## config.mk

```make
export PLATFORM = sky130hd
export DESIGN_NAME = spi_pwm_regs
export DESIGN_NICKNAME = d
export VERILOG_FILES = /design/src/rtl/spi_pwm_pkg.sv /design/src/rtl/spi_sync_edge.sv /design/src/rtl/spi_pwm_regs.sv
export SDC_FILE = /design/constraint.sdc
export NUM_CORES = 1
export LEC_CHECK = 0
export CAP_MARGIN = 25
export CORE_MARGIN = 5
export CORE_UTILIZATION = 40
export DETAILED_ROUTE_END_ITERATION = 16
export MAX_ROUTING_LAYER = met4
export SLEW_MARGIN = 10
export SYNTH_ARGS = -nofsm -noshare
export SYNTH_HDL_FRONTEND = slang
export SYNTH_HIERARCHICAL = 1
export SYNTH_SLANG_ARGS = --single-unit
```

## constraint.sdc

```tcl
create_clock -name clk -period 7.2 [get_ports clk]
set_input_delay 1.08 -clock clk [delete_from_list [all_inputs] [get_ports clk]]
set_output_delay 1.08 -clock clk [all_outputs]
set_load 0.03 [all_outputs]
```

## src/rtl/spi_pwm_pkg.sv

```systemverilog
// Shared constants, register map and FSM state type for the SPI control slave
// that feeds the 3-channel PWM.
package spi_pwm_pkg;

  localparam int FRAME_BITS = 40;
  localparam int CMD_BITS   = 8;

  localparam logic [31:0] ID_VALUE = 32'h5057_4D31;

  localparam logic [6:0] ADDR_DUTY = 7'h00;
  localparam logic [6:0] ADDR_FREQ = 7'h01;
  localparam logic [6:0] ADDR_CTRL = 7'h02;
  localparam logic [6:0] ADDR_ID   = 7'h03;

  typedef enum logic [1:0] {
    ST_IDLE,
    ST_CMD,
    ST_DATA,
    ST_WAIT
  } spi_state_e;

  // Read-back view of the register file; unmapped addresses read as zero.
  function automatic logic [31:0] reg_read_value(input logic [6:0]  addr,
                                                 input logic [23:0] duty,
                                                 input logic [31:0] freq,
                                                 input logic        en);
    logic [31:0] value;
    case (addr)
      ADDR_DUTY: value = {8'h00, duty};
      ADDR_FREQ: value = freq;
      ADDR_CTRL: value = {31'd0, en};
      ADDR_ID:   value = ID_VALUE;
      default:   value = 32'd0;
    endcase
    return value;
  endfunction

endpackage

```

## src/rtl/spi_sync_edge.sv

```systemverilog
// Two-flop synchroniser for an asynchronous SPI pin, with rise/fall detection
// against a one-cycle delayed copy of the synchronised level.
module spi_sync_edge #(
  parameter logic RESET_VAL = 1'b0
) (
  input  logic clk,
  input  logic reset,
  input  logic async_in,
  output logic sync_out,
  output logic rise,
  output logic fall
);

  logic meta_q;
  logic sync_q;
  logic dly_q;

  always_ff @(posedge clk or posedge reset) begin
    if (reset) begin
      meta_q <= RESET_VAL;
      sync_q <= RESET_VAL;
      dly_q  <= RESET_VAL;
    end else begin
      meta_q <= async_in;
      sync_q <= meta_q;
      dly_q  <= sync_q;
    end
  end

  assign sync_out = sync_q;
  assign rise     = sync_q & ~dly_q;
  assign fall     = ~sync_q & dly_q;

endmodule

```

## src/rtl/spi_pwm_regs.sv

```systemverilog
// SPI mode-0 slave oversampled in the clk domain, decoding 40-bit frames into
// the PWM control registers (duty, frequency, enable) with full read-back.
module spi_pwm_regs
  import spi_pwm_pkg::*;
(
  input  logic        clk,
  input  logic        reset,
  input  logic        sclk,
  input  logic        cs_n,
  input  logic        mosi,
  output logic        miso,
  output logic [23:0] duty_cycle,
  output logic [31:0] frequency,
  output logic        enable,
  output logic        frame_valid,
  output logic        frame_error
);

  localparam logic [5:0] CMD_LAST   = 6'(CMD_BITS - 1);
  localparam logic [5:0] CMD_COUNT  = 6'(CMD_BITS);
  localparam logic [5:0] FRAME_LAST = 6'(FRAME_BITS - 1);

  logic sclk_lvl_unused;
  logic sclk_rise;
  logic sclk_fall;
  logic cs_lvl_unused;
  logic cs_rise;
  logic cs_fall;
  logic mosi_s;
  logic mosi_rise_unused;
  logic mosi_fall_unused;

  spi_sync_edge #(.RESET_VAL(1'b0)) u_sync_sclk (
    .clk      (clk),
    .reset    (reset),
    .async_in (sclk),
    .sync_out (sclk_lvl_unused),
    .rise     (sclk_rise),
    .fall     (sclk_fall)
  );

  // Chip select idles high, so its synchroniser resets high to avoid a
  // phantom falling edge when reset is released with cs_n deasserted.
  spi_sync_edge #(.RESET_VAL(1'b1)) u_sync_cs (
    .clk      (clk),
    .reset    (reset),
    .async_in (cs_n),
    .sync_out (cs_lvl_unused),
    .rise     (cs_rise),
    .fall     (cs_fall)
  );

  spi_sync_edge #(.RESET_VAL(1'b0)) u_sync_mosi (
    .clk      (clk),
    .reset    (reset),
    .async_in (mosi),
    .sync_out (mosi_s),
    .rise     (mosi_rise_unused),
    .fall     (mosi_fall_unused)
  );

  spi_state_e  state_q, state_d;
  logic [5:0]  cnt_q,   cnt_d;
  logic [31:0] rx_q,    rx_d;
  logic [7:0]  cmd_q,   cmd_d;
  logic [31:0] tx_q,    tx_d;
  logic [23:0] duty_q,  duty_d;
  logic [31:0] freq_q,  freq_d;
  logic        en_q,    en_d;
  logic        miso_q,  miso_d;
  logic        fv_q,    fv_d;
  logic        fe_q,    fe_d;

  logic [31:0] rx_shift;
  assign rx_shift = {rx_q[30:0], mosi_s};

  always_comb begin
    state_d = state_q;
    cnt_d   = cnt_q;
    rx_d    = rx_q;
    cmd_d   = cmd_q;
    tx_d    = tx_q;
    duty_d  = duty_q;
    freq_d  = freq_q;
    en_d    = en_q;
    fv_d    = 1'b0;
    fe_d    = 1'b0;

    case (state_q)
      ST_IDLE: begin
        if (cs_fall) begin
          state_d = ST_CMD;
          cnt_d   = 6'd0;
          rx_d    = 32'd0;
        end
      end

      ST_CMD: begin
        if (cs_rise) begin
          fe_d    = 1'b1;
          state_d = ST_IDLE;
        end else if (sclk_rise) begin
          rx_d  = rx_shift;
          cnt_d = cnt_q + 6'd1;
          if (cnt_q == CMD_LAST) begin
            cmd_d   = rx_shift[7:0];
            tx_d    = rx_shift[7] ? 32'd0
                                  : reg_read_value(rx_shift[6:0], duty_q, freq_q, en_q);
            state_d = ST_DATA;
          end
        end
      end

      ST_DATA: begin
        if (cs_rise) begin
          fe_d    = 1'b1;
          state_d = ST_IDLE;
        end else begin
          if (sclk_rise) begin
            rx_d  = rx_shift;
            cnt_d = cnt_q + 6'd1;
            if (cnt_q == FRAME_LAST) begin
              fv_d    = 1'b1;
              state_d = ST_WAIT;
              if (cmd_q[7]) begin
                case (cmd_q[6:0])
                  ADDR_DUTY: duty_d = rx_shift[23:0];
                  ADDR_FREQ: freq_d = rx_shift;
                  ADDR_CTRL: en_d   = rx_shift[0];
                  default:   ;
                endcase
              end
            end
          end
          // The fall right after the 8th rise must keep tx[31] on the pin:
          // the host samples the first data bit on the 9th rise.
          if (sclk_fall && (cnt_q > CMD_COUNT)) begin
            tx_d = {tx_q[30:0], 1'b0};
          end
        end
      end

      ST_WAIT: begin
        if (cs_rise) begin
          state_d = ST_IDLE;
        end else if (cs_fall) begin
          state_d = ST_CMD;
          cnt_d   = 6'd0;
          rx_d    = 32'd0;
        end
      end

      default: state_d = ST_IDLE;
    endcase

    miso_d = ((state_d == ST_DATA) && !cmd_d[7]) ? tx_d[31] : 1'b0;
  end

  always_ff @(posedge clk or posedge reset) begin
    if (reset) begin
      state_q <= ST_IDLE;
      cnt_q   <= 6'd0;
      rx_q    <= 32'd0;
      cmd_q   <= 8'd0;
      tx_q    <= 32'd0;
      duty_q  <= 24'd0;
      freq_q  <= 32'd0;
      en_q    <= 1'b0;
      miso_q  <= 1'b0;
      fv_q    <= 1'b0;
      fe_q    <= 1'b0;
    end else begin
      state_q <= state_d;
      cnt_q   <= cnt_d;
      rx_q    <= rx_d;
      cmd_q   <= cmd_d;
      tx_q    <= tx_d;
      duty_q  <= duty_d;
      freq_q  <= freq_d;
      en_q    <= en_d;
      miso_q  <= miso_d;
      fv_q    <= fv_d;
      fe_q    <= fe_d;
    end
  end

  assign miso        = miso_q;
  assign duty_cycle  = duty_q;
  assign frequency   = freq_q;
  assign enable      = en_q;
  assign frame_valid = fv_q;
  assign frame_error = fe_q;

endmodule

```

# Yosys cells after proc, flatten, opt, wreduce, memory -nomap -nowiden
# Index checks and enable logic that the tools add are counted.
# op_classes
n_eq_ne	19
n_lt_le_gt_ge	1
n_reduce_logical	14
n_addsub	1
bitwise	9
n_mux	38
# ops
cell	count
2-to-1 mux 32 bit	10
one-hot mux 32 bit (4 select lines)	1
one-hot mux 32 bit (3 select lines)	1
one-hot mux 32 bit (2 select lines)	1
2-to-1 mux 8 bit	4
2-to-1 mux 6 bit	4
AND reduction 6 bit	4
equality test 7 x 2 -> 1 bit (second input constant)	3
one-hot mux 6 bit (3 select lines)	1
2-to-1 mux 2 bit	8
equality test 7 x 1 -> 1 bit (second input constant)	2
zero test 7 bit	2
inequality test 2 bit (second input constant)	7
one-hot mux 2 bit (4 select lines)	1
2-to-1 mux 1 bit	7
adder 6 x 1 -> 6 bit (second input constant)	1
equality test 2 bit (second input constant)	3
equality test 6 x 3 -> 1 bit (second input constant)	1
equality test 6 bit (second input constant)	1
greater-than comparator 6 x 4 -> 1 bit (second input constant)	1
NOT 1 bit	5
bitwise AND 1 bit	4
AND reduction 4 bit	1
AND reduction 3 bit	1
other kinds (7)	8
# totals
reg_bits	148
elab_cells	103
out_inout_bits	60
in_bits	5

# Logic depth before layout (Yosys ltp)
# Gate-level depths: netlist of the first run.
# depth
word_depth	8
ltp_mapped	10
ltp_nobuf	7

# Cells and area by module
# Netlist of the first run, hierarchy kept.
# modules_own_cells
module	area_per_inst_um2	cells_per_inst	n_inst	seq_area_each_um2
spi_pwm_regs	6358.6	544	1	3478.3
spi_sync_edge at u_sync_mosi ...	93.8	6	2	75.1
spi_sync_edge at u_sync_cs	97.6	6	1	78.8

# Worst setup path before layout of the first run
# OpenSTA, ideal clock, no wires.
# synth_path
path_type	reg-to-reg
from	register cnt_q[0]
to	register tx_q[0]
n_path_buf	1
arrival_ns	2.087
path_slack_ns	4.988
required_time_ns	7.075
setup_time_ns	0.125
path_stages_with_launch	8
period_less_slack_ns	2.212
path_cell_list	dfrtp_1 ha_1 and4b_1 nand2_2 and2_4 a2111oi_4 buf_6 mux2_4
# synth_via
elab_chain_cells	4
elab_cells_between_ends	6
classes_between	order compare (1); eq/ne (3); reduce/logical (2)
# synth_rtl
element	line_no	text
start: declaration	spi_pwm_regs.sv:63	logic [5:0] cnt_q, cnt_d;
start signal: assignment	spi_pwm_regs.sv:174	cnt_q <= cnt_d;
greater-than comparator 6 x 4 -> 1 bit	spi_pwm_regs.sv:137	if (sclk_fall && (cnt_q > CMD_COUNT)) begin
logical AND 1 bit	spi_pwm_regs.sv:137	
inequality test 2 bit (no line)	-	
AND reduction 6 bit (no line) (*)	-	
end signal: assignment	spi_pwm_regs.sv:177	tx_q <= tx_d;
end: declaration	spi_pwm_regs.sv:66	logic [31:0] tx_q, tx_d;
# Every way passes the cells marked *; elsewhere a longest branch is shown, timed or not.
# A chain may end at the register's enable or synchronous reset.

# Worst setup path after layout of the first run
# layout_path
from	register state_q[0]
to	register freq_q[14], in the netlist frequency[14]
# layout_via
elab_chain_cells	2
# layout_rtl
element	line_no	text
start: declaration	spi_pwm_regs.sv:62	spi_state_e state_q, state_d;
start signal: assignment	spi_pwm_regs.sv:173	state_q <= state_d;
equality test 2 bit	spi_pwm_regs.sv:89	case (state_q)
AND reduction 6 bit (no line)	-	
end signal: assignment	spi_pwm_regs.sv:179	freq_q <= freq_d;
end: declaration	spi_pwm_regs.sv:68	logic [31:0] freq_q, freq_d;
# Every way passes these cells.

==> results of run 1 <==
[worst paths after layout]
path / from / to / slack, ps / depth (start not counted)
worst min register to register: u_sync_mosi/meta_q$_DFF_PP0_ / u_sync_mosi/sync_out$_DFF_PP0_ / 350 / 0
worst max register to register: state_q[0]$_DFF_PP0_ / frequency[14]$_DFFE_PP0P_ / 4330 / 6
max in group asynchronous: reset / rx_q[0]$_DFFE_PP0P_ / 4720 / 3
min in group asynchronous: reset / u_sync_mosi/meta_q$_DFF_PP0_ / 990 / 2
worst min-delay path: u_sync_mosi/meta_q$_DFF_PP0_ / u_sync_mosi/sync_out$_DFF_PP0_ / 350 / 0
worst max-delay path: state_q[0]$_DFF_PP0_ / frequency[14]$_DFFE_PP0P_ / 4330 / 6
[state kept, by name (all words and copies together) (netlist names), 2 cells and up]
signal      flops
cmd_q           8
cnt_q           6
duty_cycle     24
frequency      32
rx_q           31
state_q         2
tx_q           32
[where the power goes]
part	switching (W)	leakage [nW]	internal [W]
sequential	0.0000359	2.03	0.000847
combinational	0.000267	1.51	0.000101
clock	0.000329	0.301	0.000603
[metal layers]
| metal | up-vias | track usage | share of wire |
|---|---|---|---|
| met2 | 101 | 0.2659 | 0.47 |
| met4 | 0 | 0.05356 | 0.013 |
| li1 | 2108 | - | - |
| met1 | 2294 | 0.2179 | 0.47 |
| met3 | 19 | 0.03867 | 0.049 |
| met5 | - | - | 0 |
[final cells by class]
class | count | area [um^2] | area share
Multi-Input combinational cell | 364 | 2718 | 0.3362
Timing Repair Buffer | 74 | 723.2 | 0.08946
Inverter | 15 | 61.31 | 0.007584
Tap cell | 220 | 275.3 | 0.03405
Clock buffer | 21 | 470.5 | 0.05820
Sequential cell | 147 | 3682 | 0.4555
Clock inverter | 9 | 153.9 | 0.01904
[critical path, cell delays in order, from the launching register on]
cell	delay, ps
dfrtp_1	440
inv_1	110
ha_1	370
nor2b_1	200
and3_1	250
and4bb_2	940
mux2_2	420
[through the flow]
stage | instances | hold WS, ps | util | setup slack (ps)
CTS | 850 | 352.4 | 0.4927 | 4316
finish | 850 | 348.7 | 0.4927 | 4325
detailed placement | 820 | 338.9 | 0.4547 | 4159
global placement | 819 | 335.9 | 0.4537 | 4202
global route | 850 | 363.1 | 0.4927 | 4149
floorplan | 559 | 331.2 | - | 2395
==> results.txt, run 1 <==
Status = complete, no violations
Die Height = 138.5 um
Clk buf depth = 2
Lkg Pwr = 3.839 nW
Crit start category = flop
Initial antenna violation count = 0
Most frequent cells in the layout = dfrtp_1 (144), nand2_1 (92), mux2_2 (70), clkdlybuf4s50_1 (64), a22o_1 (32)
Slew @ Worst Pin = 1052 ps
RSZ-0062 raised after global routing = no
CTS root buffer = clkbuf_16
WS Path Type = flop to flop
Antenna-violating nets left = 0
Nets = 630
First-pass GRT wire length = 25300 um
Max Cap Violations = 0
Vias in the first global route = 4727
Syn nets = 570
Tot Pwr = 0.002182 W
Syn avg cell area = 11.81 um^2
DR vias/cell = 5.320
Slew margin rel. = 0.2960
# hold bufs at CTS = 0
FILL cells = 1414
CTS Buf Count = 17
Final Hold Fails = 0
Area growth from synthesis to layout = 22.41%
Pwr dens = 269.9 mW/mm^2
CTS tree = done
H-tree levels = 4
Final setup viols = 0
Hpwl dp = 9739 um
Post-CTS Resized = 0
Core Region = 0.01641 mm^2
DP Area = 0.007460 mm^2
Worst Path Arrival = 3180 ps
I/O pin count = 65
Setup TNS = 0 ps
DIE AREA = 0.01918 mm^2
Num Clock Sinks = 147
Yosys warnings = 6
Hold Crit Class = flop to flop
Final min period = 2875 ps
Total GRT Usage = 0.1688
Clk slew on worst S/H paths = 60 ps
Fmax achieved = 0.3479 GHz
Latest clock arrival within the worst-skew pair = 420 ps
Synth Cell Area = 0.006604 mm^2
Max Slew Vio Count = 0
Commonest non-fill, non-tap cell in the layout = dfrtp_1
Starting density of the core = 0.4025
DR iter-0 viols = 284
Endpoint class of the critical path = flop
Largest net degree at the start of global routing = 74
Peak VDD IR = 0.0001685 V
Grt total ovfl = 0
CP Data Required Time = 7500 ps
Number of remaining DRC errors = 0
Layout cells sized above 1 = 0.2175
Post-Route WL = 15390 um
Row count = 47
CP Max Fanout = 32
Final Instance Area = 0.008084 mm^2
Post-CTS setup buffers = 0
Clock Skews = 8.546 ps
Die width = 138.5 um
Syn Inst Count = 559
Drt pass-1 iters = 4
Vias = 4522
N_diodes = 0
Number of I/O port buffers = 64
Period utilization = 0.3993
Final Wtd Congestion = 0.8336
Average wire per standard cell = 18.10 um
Note: power is estimated with default switching activity, not from simulation.
==> run 2, diff against run 1 <==
clock period = 2.82 ns   (was 7.2 ns; I/O delays follow)
==> run 2 against run 1 <==
Non-clock buffer count grew 14. Die area stayed put. Largest power group unchanged. Final cell count rose by 1.9%. Critical path depth increased by 1. Combinational power increased to 2.7 times the previous value. Flip-flop and latch count unchanged. Via count grew 1.9%. Clock skew down 0.87 ps. Sequential share of layout area down 0.76 points.
==> results.txt, run 2 (synthesis gave the netlist of run 1 again) <==
Status = complete, no violations (unchanged)
Pwr dens = 697.2 mW/mm^2 (was 269.9 mW/mm^2)
Peak VDD IR = 0.0004283 V (was 0.0001685 V)
Most frequent cells in the layout = dfrtp_1 (144), nand2_1 (92), mux2_2 (70), clkdlybuf4s50_1 (64), a22o_1 (32) (unchanged)
Die width = 138.5 um (unchanged)
Slew @ Worst Pin = 616.4 ps (was 1052 ps)
Nets = 644 (was 630)
Area of the multi-input gates = 0.002718 mm^2 (unchanged)
DR vias/cell = 5.319 (was 5.320)
RSZ-0062 raised after global routing = no (unchanged)
Max Slew Vio Count = 0 (unchanged)
Core Region = 0.01641 mm^2 (unchanged)
DP Area = 0.007569 mm^2 (was 0.007460 mm^2)
Number of I/O port buffers = 64 (unchanged)
Die Height = 138.5 um (unchanged)
Tot Pwr = 0.005733 W (was 0.002182 W)
Fin Hold WS = 290.7 ps (was 348.7 ps)
CTS Buf Count = 17 (unchanged)
Layout cells sized above 1 = 0.2368 (was 0.2175)
Largest net degree at the start of global routing = 79 (was 74)
Number of remaining DRC errors = 0 (unchanged)
Area growth from synthesis to layout = 24.50% (was 22.41%)
Crit start category = flop (unchanged)
H-tree levels = 4 (unchanged)
Drt pass-1 iters = 4 (unchanged)
Post-CTS Resized = 0 (unchanged)
Post-Route WL = 15680 um (was 15390 um)
DIE AREA = 0.01918 mm^2 (unchanged)
Clk slew on worst S/H paths = 60 ps (about the same)
DR iter-0 viols = 258 (was 284)
Vias = 4606 (was 4522)
CTS tree = done (unchanged)
Post-CTS setup buffers = 0 (unchanged)
WS Path Type = flop to flop (unchanged)
Grt total ovfl = 0 (unchanged)
Final worst slack = 323.7 ps (was 4325 ps)
Clk buf depth = 2 (unchanged)
Worst Path Arrival = 2800 ps (was 3180 ps)
FILL cells = 1443 (was 1414)
Latest clock arrival within the worst-skew pair = 430 ps (was 420 ps)
Endpoint class of the critical path = flop (unchanged)
Final min period = 2496 ps (was 2875 ps)
Final Hold Fails = 0 (unchanged)
Hold Crit Class = primary input to asynchronous set/reset pin (was flop to flop)
Slew margin rel. = 0.5859 (was 0.2960)
Row count = 47 (unchanged)
Initial antenna violation count = 0 (unchanged)
Lkg Pwr = 3.908 nW (was 3.839 nW)
I/O pin count = 65 (unchanged)
Final Instance Area = 0.008222 mm^2 (was 0.008084 mm^2)
Fmax achieved = 0.4006 GHz (was 0.3479 GHz)
Starting density of the core = 0.4025 (unchanged)
Commonest non-fill, non-tap cell in the layout = dfrtp_1 (unchanged)
Total GRT Usage = 0.1719 (was 0.1688)
Final Wtd Congestion = 0.8352 (was 0.8336)
Vias in the first global route = 4728 (was 4727)
Register area = 0.003682 mm^2 (unchanged)
CP Max Fanout = 21 (was 32)
Antenna-violating nets left = 0 (unchanged)
Num Clock Sinks = 147 (unchanged)
CTS root buffer = clkbuf_16 (unchanged)
Period utilization = 0.8852 (was 0.3993)
Hpwl dp = 10470 um (was 9739 um)
Clock Skews = 7.672 ps (was 8.546 ps)
Setup TNS = 0 ps (unchanged)
Max Cap Violations = 0 (unchanged)
N_diodes = 0 (unchanged)
Average wire per standard cell = 18.10 um (about the same)
Final setup viols = 0 (unchanged)
First-pass GRT wire length = 25590 um (was 25300 um)
# hold bufs at CTS = 0 (unchanged)
Pre-CTS setup slack = 317.0 ps (was 4159 ps)
CP Data Required Time = 3120 ps (was 7500 ps)
-- run 2: cell types whose count changed in the layout (fill, tap and decap cells not counted), sizes merged --
cell,change
buf,+14
inv,+3
clkinv,-2
clkbuf,-3
bufinv,+1
clkinvlp,+3
-- run 2: where the power goes --
| group | internal, W | switching, W | total [W] |
|---|---|---|---|
| clock | 0.00158 | 0.000913 | 0.00249 |
| combinational | 0.000294 | 0.000701 | 0.000995 |
| sequential | 0.00216 | 0.0000813 | 0.00224 |
-- run 2: critical path, cell delays in order, from the launching register on --
cell      delay [ps]
dfrtp_1          440
inv_1            100
ha_1             380
nor2b_1          210
and3_1           260
and4bb_2         260
buf_4            340
mux2_2           380
-- run 2: metrics by stage --
step	std cells	utilization
2_1_floorplan	559	-
3_3_place_gp	834	0.4613
3_5_place_dp	834	0.4613
4_1_cts	866	0.5011
5_1_grt	866	0.5011
6_report	866	0.5011
-- run 2: final timing paths --
path	start	to	slack (ps)	depth (start not counted)
max	state_q[0]$_DFF_PP0_	frequency[16]$_DFFE_PP0P_	320	7
min	reset	u_sync_mosi/meta_q$_DFF_PP0_	290	2
max reg2reg	state_q[0]$_DFF_PP0_	frequency[16]$_DFFE_PP0P_	320	7
min reg2reg	u_sync_sclk/meta_q$_DFF_PP0_	u_sync_sclk/sync_out$_DFF_PP0_	350	0
max in group asynchronous	reset	frequency[16]$_DFFE_PP0P_	1790	3
min in group clk	u_sync_sclk/meta_q$_DFF_PP0_	u_sync_sclk/sync_out$_DFF_PP0_	350	0
-- run 2: final cells by class --
type                    instances  share of cell area
repair buffers                 88              0.1014
multi-input cells             364              0.3305
inverters                      15            0.007305
flip-flops and latches        147              0.4479
well taps                     220             0.03348
clock buffers                  18             0.05220
clock inverters                14             0.02724
-- run 2: metal layers --
metal	part of all wire	track usage	vias to the layer above
met5	0	-	-
met4	0.015	0.06084	0
met3	0.048	0.04075	18
met1	0.47	0.2287	2353
li1	-	-	2133
met2	0.46	0.2587	102
==> run 3, diff against run 2 <==
GPL_ROUTABILITY_DRIVEN = 1   (was unset)
clock period = 2.4 ns   (was 2.82 ns; I/O delays follow)
==> run 3 against run 2 <==
Combinational power grew 29%. Register-to-register slack got worse by 240 ps. Flip-flop and latch count did not move. Critical path depth did not move. Wire length grew 0.61%. Design area rose by 0.30%. First-iteration DRC count grew 16%. Die area did not move.
==> results.txt, run 3 (synthesis gave the netlist of run 1 again) <==
Fin Hold WS = 246.6 ps (was 290.7 ps)
DP Area = 0.007680 mm^2 (was 0.007569 mm^2)
RSZ-0062 raised after global routing = yes (was no)
Post-Route WL = 15770 um (was 15680 um)
Final min period = 2318 ps (was 2496 ps)
FILL cells = 1439 (was 1443)
Grt total ovfl = 0 (unchanged)
Largest net degree at the start of global routing = 58 (was 79)
Final setup viols = 0 (unchanged)
DIE AREA = 0.01918 mm^2 (unchanged)
Starting density of the core = 0.4025 (unchanged)
CP Data Required Time = 2700 ps (was 3120 ps)
Clk buf depth = 2 (unchanged)
N_diodes = 0 (unchanged)
Final Instance Area = 0.008247 mm^2 (was 0.008222 mm^2)
Crit start category = flop (unchanged)
Max Cap Violations = 0 (unchanged)
Vias in the first global route = 4825 (was 4728)
Post-CTS setup buffers = 0 (unchanged)
Lkg Pwr = 3.938 nW (was 3.908 nW)
Max Slew Vio Count = 0 (unchanged)
Row count = 47 (unchanged)
CTS tree = done (unchanged)
Core Region = 0.01641 mm^2 (unchanged)
Antenna-violating nets left = 0 (unchanged)
# hold bufs at CTS = 0 (unchanged)
Crit Reg-Reg Startpoint = cnt_q[0]$_DFFE_PP0P_ (was state_q[0]$_DFF_PP0_)
Final worst slack = 82.32 ps (was 323.7 ps)
Hpwl dp = 10690 um (was 10470 um)
CP Max Fanout = 7 (was 21)
Worst Path Arrival = 2620 ps (was 2800 ps)
Area growth from synthesis to layout = 24.88% (was 24.50%)
Layout cells sized above 1 = 0.2412 (was 0.2368)
Num Clock Sinks = 147 (unchanged)
Number of I/O port buffers = 64 (unchanged)
Period utilization = 0.9657 (was 0.8852)
Average wire per standard cell = 18.11 um (was 18.10 um)
First-pass GRT wire length = 25990 um (was 25590 um)
CTS Buf Count = 17 (unchanged)
Latest clock arrival within the worst-skew pair = 420 ps (was 430 ps)
Number of remaining DRC errors = 0 (unchanged)
Drt pass-1 iters = 4 (unchanged)
Endpoint class of the critical path = flop (unchanged)
Pwr dens = 773.6 mW/mm^2 (was 697.2 mW/mm^2)
WS Path Type = flop to flop (unchanged)
DR vias/cell = 5.319 (about the same)
Final Hold Fails = 0 (unchanged)
Commonest non-fill, non-tap cell in the layout = dfrtp_1 (unchanged)
H-tree levels = 4 (unchanged)
Final Wtd Congestion = 0.8526 (was 0.8352)
I/O pin count = 65 (unchanged)
Met3 wire length = 819 um (was 753 um)
Vias = 4633 (was 4606)
Nets = 651 (was 644)
Status = complete, no violations (unchanged)
Uppermost layer routed = met4 (unchanged)
Slew @ Worst Pin = 490.6 ps (was 616.4 ps)
Die width = 138.5 um (unchanged)
Fmax achieved = 0.4315 GHz (was 0.4006 GHz)
Initial antenna violation count = 0 (unchanged)
Hold Crit Class = primary input to asynchronous set/reset pin (unchanged)
Peak VDD IR = 0.0005360 V (was 0.0004283 V)
DR iter-0 viols = 298 (was 258)
Final core occ = 0.5026 (was 0.5011)
Metal-1 WL = 7466 um (was 7419 um)
Most frequent cells in the layout = dfrtp_1 (144), nand2_1 (92), mux2_2 (70), clkdlybuf4s50_1 (64), a22o_1 (32) (unchanged)
Met2 Wirelength = 7286 um (was 7274 um)
Clk slew on worst S/H paths = 60 ps (about the same)
Crit path from = cnt_q[0]$_DFFE_PP0P_ (was state_q[0]$_DFF_PP0_)
Die Height = 138.5 um (unchanged)
Slew margin rel. = 0.6717 (was 0.5859)
Pre-CTS setup slack = 85.18 ps (was 317.0 ps)
Clock Skews = 12.25 ps (was 7.672 ps)
CTS root buffer = clkbuf_16 (unchanged)
Total GRT Usage = 0.1736 (was 0.1719)
[run 3: cell count changes in the layout (fill, tap and decap cells not counted), sizes merged]
cell      change
buf           +7
clkbuf        +8
inv           -4
clkinvlp      -4
clkinv        +2
bufinv        -4
[run 3: metrics by stage]
stage          total power [W]  TNS [ps]  std cells
5_1_grt               0.006670    -5.550        871
3_3_place_gp          0.003875         0        839
2_1_floorplan         0.003473         0        559
6_report              0.006380         0        871
3_5_place_dp          0.003909         0        840
4_1_cts               0.006421         0        870
[run 3: path summary, 6_finish.rpt]
kind,end,cells after the start,slack [ps]
hold / removal,u_sync_mosi/meta_q$_DFF_PP0_,2,250
setup reg to reg,tx_q[21]$_DFFE_PP0P_,7,80
max in group asynchronous,duty_cycle[1]$_DFFE_PP0P_,3,1460
min in group clk,u_sync_cs/meta_q$_DFF_PP1_,1,340
hold reg to reg,u_sync_sclk/sync_out$_DFF_PP0_,0,350
setup / recovery,tx_q[21]$_DFFE_PP0P_,7,80
[run 3: where the power goes]
| group | internal (W) | total (W) | leakage [nW] | switching (W) |
|---|---|---|---|---|
| logic | 0.000410 | 0.00128 | 1.64 | 0.000872 |
| clock network | 0.00152 | 0.00249 | 0.270 | 0.000970 |
| registers | 0.00254 | 0.00260 | 2.03 | 0.0000629 |
[run 3: routing by layer]
metal / vias to the layer above / track usage
li1: 2149 / -
met1: 2336 / 0.2417
met2: 130 / 0.2551
met3: 18 / 0.03764
met4: 0 / 0.05512
met5: - / -
[run 3: timing repair]
item,CTS,global route
endpoints found under the hold margin,0,0
endpoints found under the setup margin,0,20
gates resized for setup,0,5
[run 3: final cells by class]
type	instances	area (um^2)	area share
flip-flops and latches	147	3682	0.4465
multi-input cells	364	2725	0.3305
repair buffers	95	955.9	0.1159
clock buffers	26	499.2	0.06054
well taps	220	275.3	0.03338
inverters	15	60.06	0.007283
clock inverters	4	48.80	0.005917
[run 3: critical path, cell delays in order, from the launching register on]
cell and delay (ps):
dfrtp_1 410, ha_1 230, and4b_1 310, nand2_2 100, and2_4 200, a2111oi_4 360, buf_4 250, mux2_2 350
==> patch 1 (settings of run 1) <==
Add an input register stage for `cs_n` and `mosi`, cleared by the reset; this delays them by one clock.
--- a/src/rtl/spi_pwm_regs.sv
+++ b/src/rtl/spi_pwm_regs.sv
@@ -21,4 +21,17 @@
   localparam logic [5:0] FRAME_LAST = 6'(FRAME_BITS - 1);
 
+  logic cs_n_q;
+  logic mosi_q;
+
+  always_ff @(posedge clk or posedge reset) begin
+    if (reset) begin
+      cs_n_q <= '0;
+      mosi_q <= '0;
+    end else begin
+      cs_n_q <= cs_n;
+      mosi_q <= mosi;
+    end
+  end
+
   logic sclk_lvl_unused;
   logic sclk_rise;
@@ -45,5 +58,5 @@
     .clk      (clk),
     .reset    (reset),
-    .async_in (cs_n),
+    .async_in (cs_n_q),
     .sync_out (cs_lvl_unused),
     .rise     (cs_rise),
@@ -54,5 +67,5 @@
     .clk      (clk),
     .reset    (reset),
-    .async_in (mosi),
+    .async_in (mosi_q),
     .sync_out (mosi_s),
     .rise     (mosi_rise_unused),
Behaviour: not the same (Yosys sat finds a counterexample within 10 cycles, from zero or initial values and one cycle with reset high).
==> patch 1 against run 1 <==
- die area grew 0.22%
- count of clock-buffer cells in the layout unchanged
- worst setup slack lost 260 ps
- wire length increased by 2.9%
- final area about the same
- area after synthesis increased by 0.25%
- sequential cell count is 2 higher
- via count is 2.7% higher
- highest routed layer unchanged
Power is not compared: it rests on default switching activity, and its combinational part moved more than twofold at a synthesized area within 25%.
==> patch 1: results (changes against run 1) <==
| Metric | Value |
|---|---|
| Hold_sp | mosi_q |
| Crit-path slowest cell | nor4_4 |
| DRC | 0 (unchanged) |
| Hold Path Class | flop to flop |
| Met2 global-route usage | 27.5% (+0.90 points) |
| Ys Warns | 6 (unchanged) |
| Slowest stage delay, CP | 840 ps (-100 ps) |
| Clock slew at reported path FFs | 60 ps (about the same) |
| Final HPWL DP | 10100 um (+3.6%) |
| CTS resizes | 0 (unchanged) |
| Crit Reg-Reg Startpoint | state_q[1] |
| GR Util All Layers | 17.5% (+0.61 points) |
| # Post-CTS Setup Buffers | 0 (unchanged) |
| CTS Buffer Depth | 2 (unchanged) |
| Via count | 4642 (+2.7%) |
| Vias in the first global route | 4790 (+1.3%) |
| Starting DRT DRC Count | 386 (+36%) |
| Final nets | 657 (+4.3%) |
| Syn nets | 601 (+5.4%) |
| Layout cells sized above 1 | 19.6% (-2.1 points) |
| Dpl ws | 4110 ps (-47.2 ps) |
| Crit Path Max Fanout | 14 (-56%) |
| Setup crit start | state_q[1] |
| N_diodes | 0 (unchanged) |
| Fillers | 1436 (+1.6%) |
| Root buf cell | clkbuf_16 |
| Initial antenna violation count | 0 (unchanged) |
| Max VDD drop | 0.174 mV |
| Outcome | complete, no violations |
| Grt met3 use | 3.45% (-0.42 points) |
| Worst-Skew Late Latency | 420 ps (about the same) |
| Cts bufs inserted | 17 (unchanged) |
| Critical path's top delay family | simple AND/OR/NAND/NOR gates |
| Met1 Use GR | 22.6% (+0.81 points) |
| Worst clock skew | 5.61 ps (-2.94 ps) |
| Critical Path AT | 3460 ps (+280 ps) |
| Pin count of the biggest net entering global routing | 82 (+11%) |
| H-tree depth | 4 (unchanged) |
| Drt total wl | 15800 um (+2.9%) |
| Slew @ Worst Pin | 1000 ps (-51.8 ps) |
| Port bufs | 64 (unchanged) |
| First-pass GRT wire length | 26400 um (+4.3%) |
| Drt pass-1 iters | 5 (+1) |
| Pleak | 3.83 nW |
| Final Wtd Congestion | 0.809 (-2.9%) |
[patch 1: final cells by class]
type / count / share of cell area (%)
clock inverter: 10 / 1.92
timing repair buffer: 73 / 9.00
inverter: 15 / 0.759
multi-input combinational: 390 / 33.1
clock buffer: 21 / 5.58
sequential: 149 / 46.2
tap: 220 / 3.41
[patch 1: worst register-to-register path, delay by kind of cell (launching register included)]
kind | cells | cell delay, ps
AO/OA/AOI/OAI | 2 | 290
adder cells (fa/ha/maj) | 1 | 240
buffers and inverters | 1 | 110
flip-flops | 1 | 420
AND/OR/NAND/NOR | 3 | 1980
[patch 1: final timing paths]
kind | to | cells after the start | slack [ps]
max reg2reg | tx_q[25] | 7 | 4070
max in group asynchronous | rx_q[28] | 3 | 4660
min reg2reg | u_sync_mosi/meta_q | 0 | 350
min in group asynchronous | u_sync_mosi/meta_q | 2 | 980
min | u_sync_mosi/meta_q | 0 | 350
max | tx_q[25] | 7 | 4070
[patch 1: through the flow]
step                      area (sq um)  total power, W  hold slack, ps  instances
after global placement            7430        0.000959             335        844
after detailed placement          7460        0.000963             337        846
final                             8080         0.00186             350        878
after global routing              8080         0.00193             355        878
after floorplan                   6620        0.000931             331        590
after CTS                         8060         0.00188             351        877
[patch 1: where the power goes]
group	switching (W)	internal, W	total (W)	leakage, nW
clock	0.000330	0.000584	0.000914	0.293
sequential	0.00000877	0.000844	0.000853	2.05
combinational	0.0000738	0.0000235	0.0000973	1.49
[patch 1: layer usage]
layer,up-vias,share of wire [%]
li1,2160,-
met1,2350,46
met2,112,48
met3,20,3.9
met4,0,1.9
met5,-,0
==> patch 2 (flow settings as in run 1) <==
Without the edit above. Set the parameter `RESET_VAL` to 1'b0 (it was 1'b1).
--- a/src/rtl/spi_pwm_regs.sv
+++ b/src/rtl/spi_pwm_regs.sv
@@ -42,5 +42,5 @@
   // Chip select idles high, so its synchroniser resets high to avoid a
   // phantom falling edge when reset is released with cs_n deasserted.
-  spi_sync_edge #(.RESET_VAL(1'b1)) u_sync_cs (
+  spi_sync_edge #(.RESET_VAL(1'b0)) u_sync_cs (
     .clk      (clk),
     .reset    (reset),
Check against the original RTL: not equivalent (a bounded check fails within 10 cycles, from zero or initial values and one cycle with reset high).
==> patch 2 against run 1 <==
- sequential cell count did not move
- combinational power barely moved
- global-route usage fell by 0.085 points
- worst setup slack improved by 9.3 ps
- die area barely moved
- critical endpoint unchanged
- critical path type unchanged
- total power barely moved
- clock power rose by 0.5%
- final area barely moved
- wire length rose by 0.36%
- area after synthesis barely moved
- sequential power barely moved
==> patch 2: results (changes against run 1) <==
| Metric | Value |
|---|---|
| Final HPWL DP | 9720 um (-0.15%) |
| R2R depth | 6 (unchanged) |
| GR Util All Layers | 16.8% (-0.085 points) |
| Hold_sp | u_sync_sclk/meta_q |
| Final core utilization | 49.2% (about the same) |
| Placed Area | 7460 sq um (about the same) |
| Fillers | 1460 (+3.3%) |
| Pint | 0.00155 W (about the same) |
| Post-Layout Cell Count | 850 (unchanged) |
| GRT overflow | 0 (unchanged) |
| Post-detailed-route via-to-cell ratio | 5.32 (about the same) |
| Layout cells sized above 1 | 21.3% (-0.48 points) |
| Outcome | complete, no violations |
| Clock slew at reported path FFs | 60 ps (about the same) |
| Dpl ws | 4090 ps (-71.6 ps) |
| Pleak | 3.84 nW (about the same) |
| Pin count of the biggest net entering global routing | 71 (-4.1%) |
| Ys Warns | 6 (unchanged) |
| Critical Path AT | 3170 ps (about the same) |
| Slew @ Worst Pin | 1080 ps (+29.1 ps) |
| Final Wtd Congestion | 0.850 (+1.9%) |
| Drt total wl | 15400 um (+0.36%) |
| Cts bufs inserted | 17 (unchanged) |
| CTS Buffer Depth | 2 (unchanged) |
| Starting DRT DRC Count | 279 (-1.8%) |
| Vias in the first global route | 4766 (+0.83%) |
| Worst clock skew | 7.64 ps (-0.905 ps) |
| Max VDD drop | 0.169 mV (+0.53%) |
| First-pass GRT wire length | 25200 um (-0.60%) |
| Initial antenna violation count | 0 (unchanged) |
patch 2: final timing paths:
path	to	slack (ps)
min in group asynchronous	u_sync_mosi/meta_q	1000
worst max-delay path	frequency[14]	4330
worst min register to register	u_sync_sclk/sync_out	350
max in group asynchronous	frequency[12]	4630
worst max register to register	frequency[14]	4330
worst min-delay path	u_sync_sclk/sync_out	350
patch 2: power by group through the flow:
stage | logic [W] | clock network, W | registers (W)
floorplan | 0.000276 | 0 | 0.000881
global placement | 0.000351 | 0 | 0.000894
detailed placement | 0.000366 | 0 | 0.000896
CTS | 0.000368 | 0.000951 | 0.000882
global route | 0.000404 | 0.000989 | 0.000886
finish | 0.000368 | 0.000936 | 0.000881
patch 2: cell type report:
| type | count | area share (%) |
|---|---|---|
| flip-flops and latches | 147 | 45.5 |
| multi-input cells | 364 | 33.6 |
| repair buffers | 74 | 8.95 |
| clock buffers | 21 | 5.82 |
| well taps | 220 | 3.41 |
| clock inverters | 9 | 1.90 |
| inverters | 15 | 0.759 |
patch 2: worst max-delay path, cell delays in order (launching register included):
cell and delay, ps:
dfrtp_1 430, inv_1 110, ha_1 370, nor2b_1 200, and3_1 250, and4bb_2 940
mux2_2 420
patch 2: routing by layer:
| layer | GRT usage, % | wire length [um] | up-vias |
|---|---|---|---|
| li1 | - | - | 2099 |
| met1 | 22.3 | 7140 | 2300 |
| met2 | 26.1 | 7320 | 114 |
| met3 | 4.11 | 800 | 13 |
| met4 | 4.16 | 176 | 0 |
| met5 | - | 0 | - |
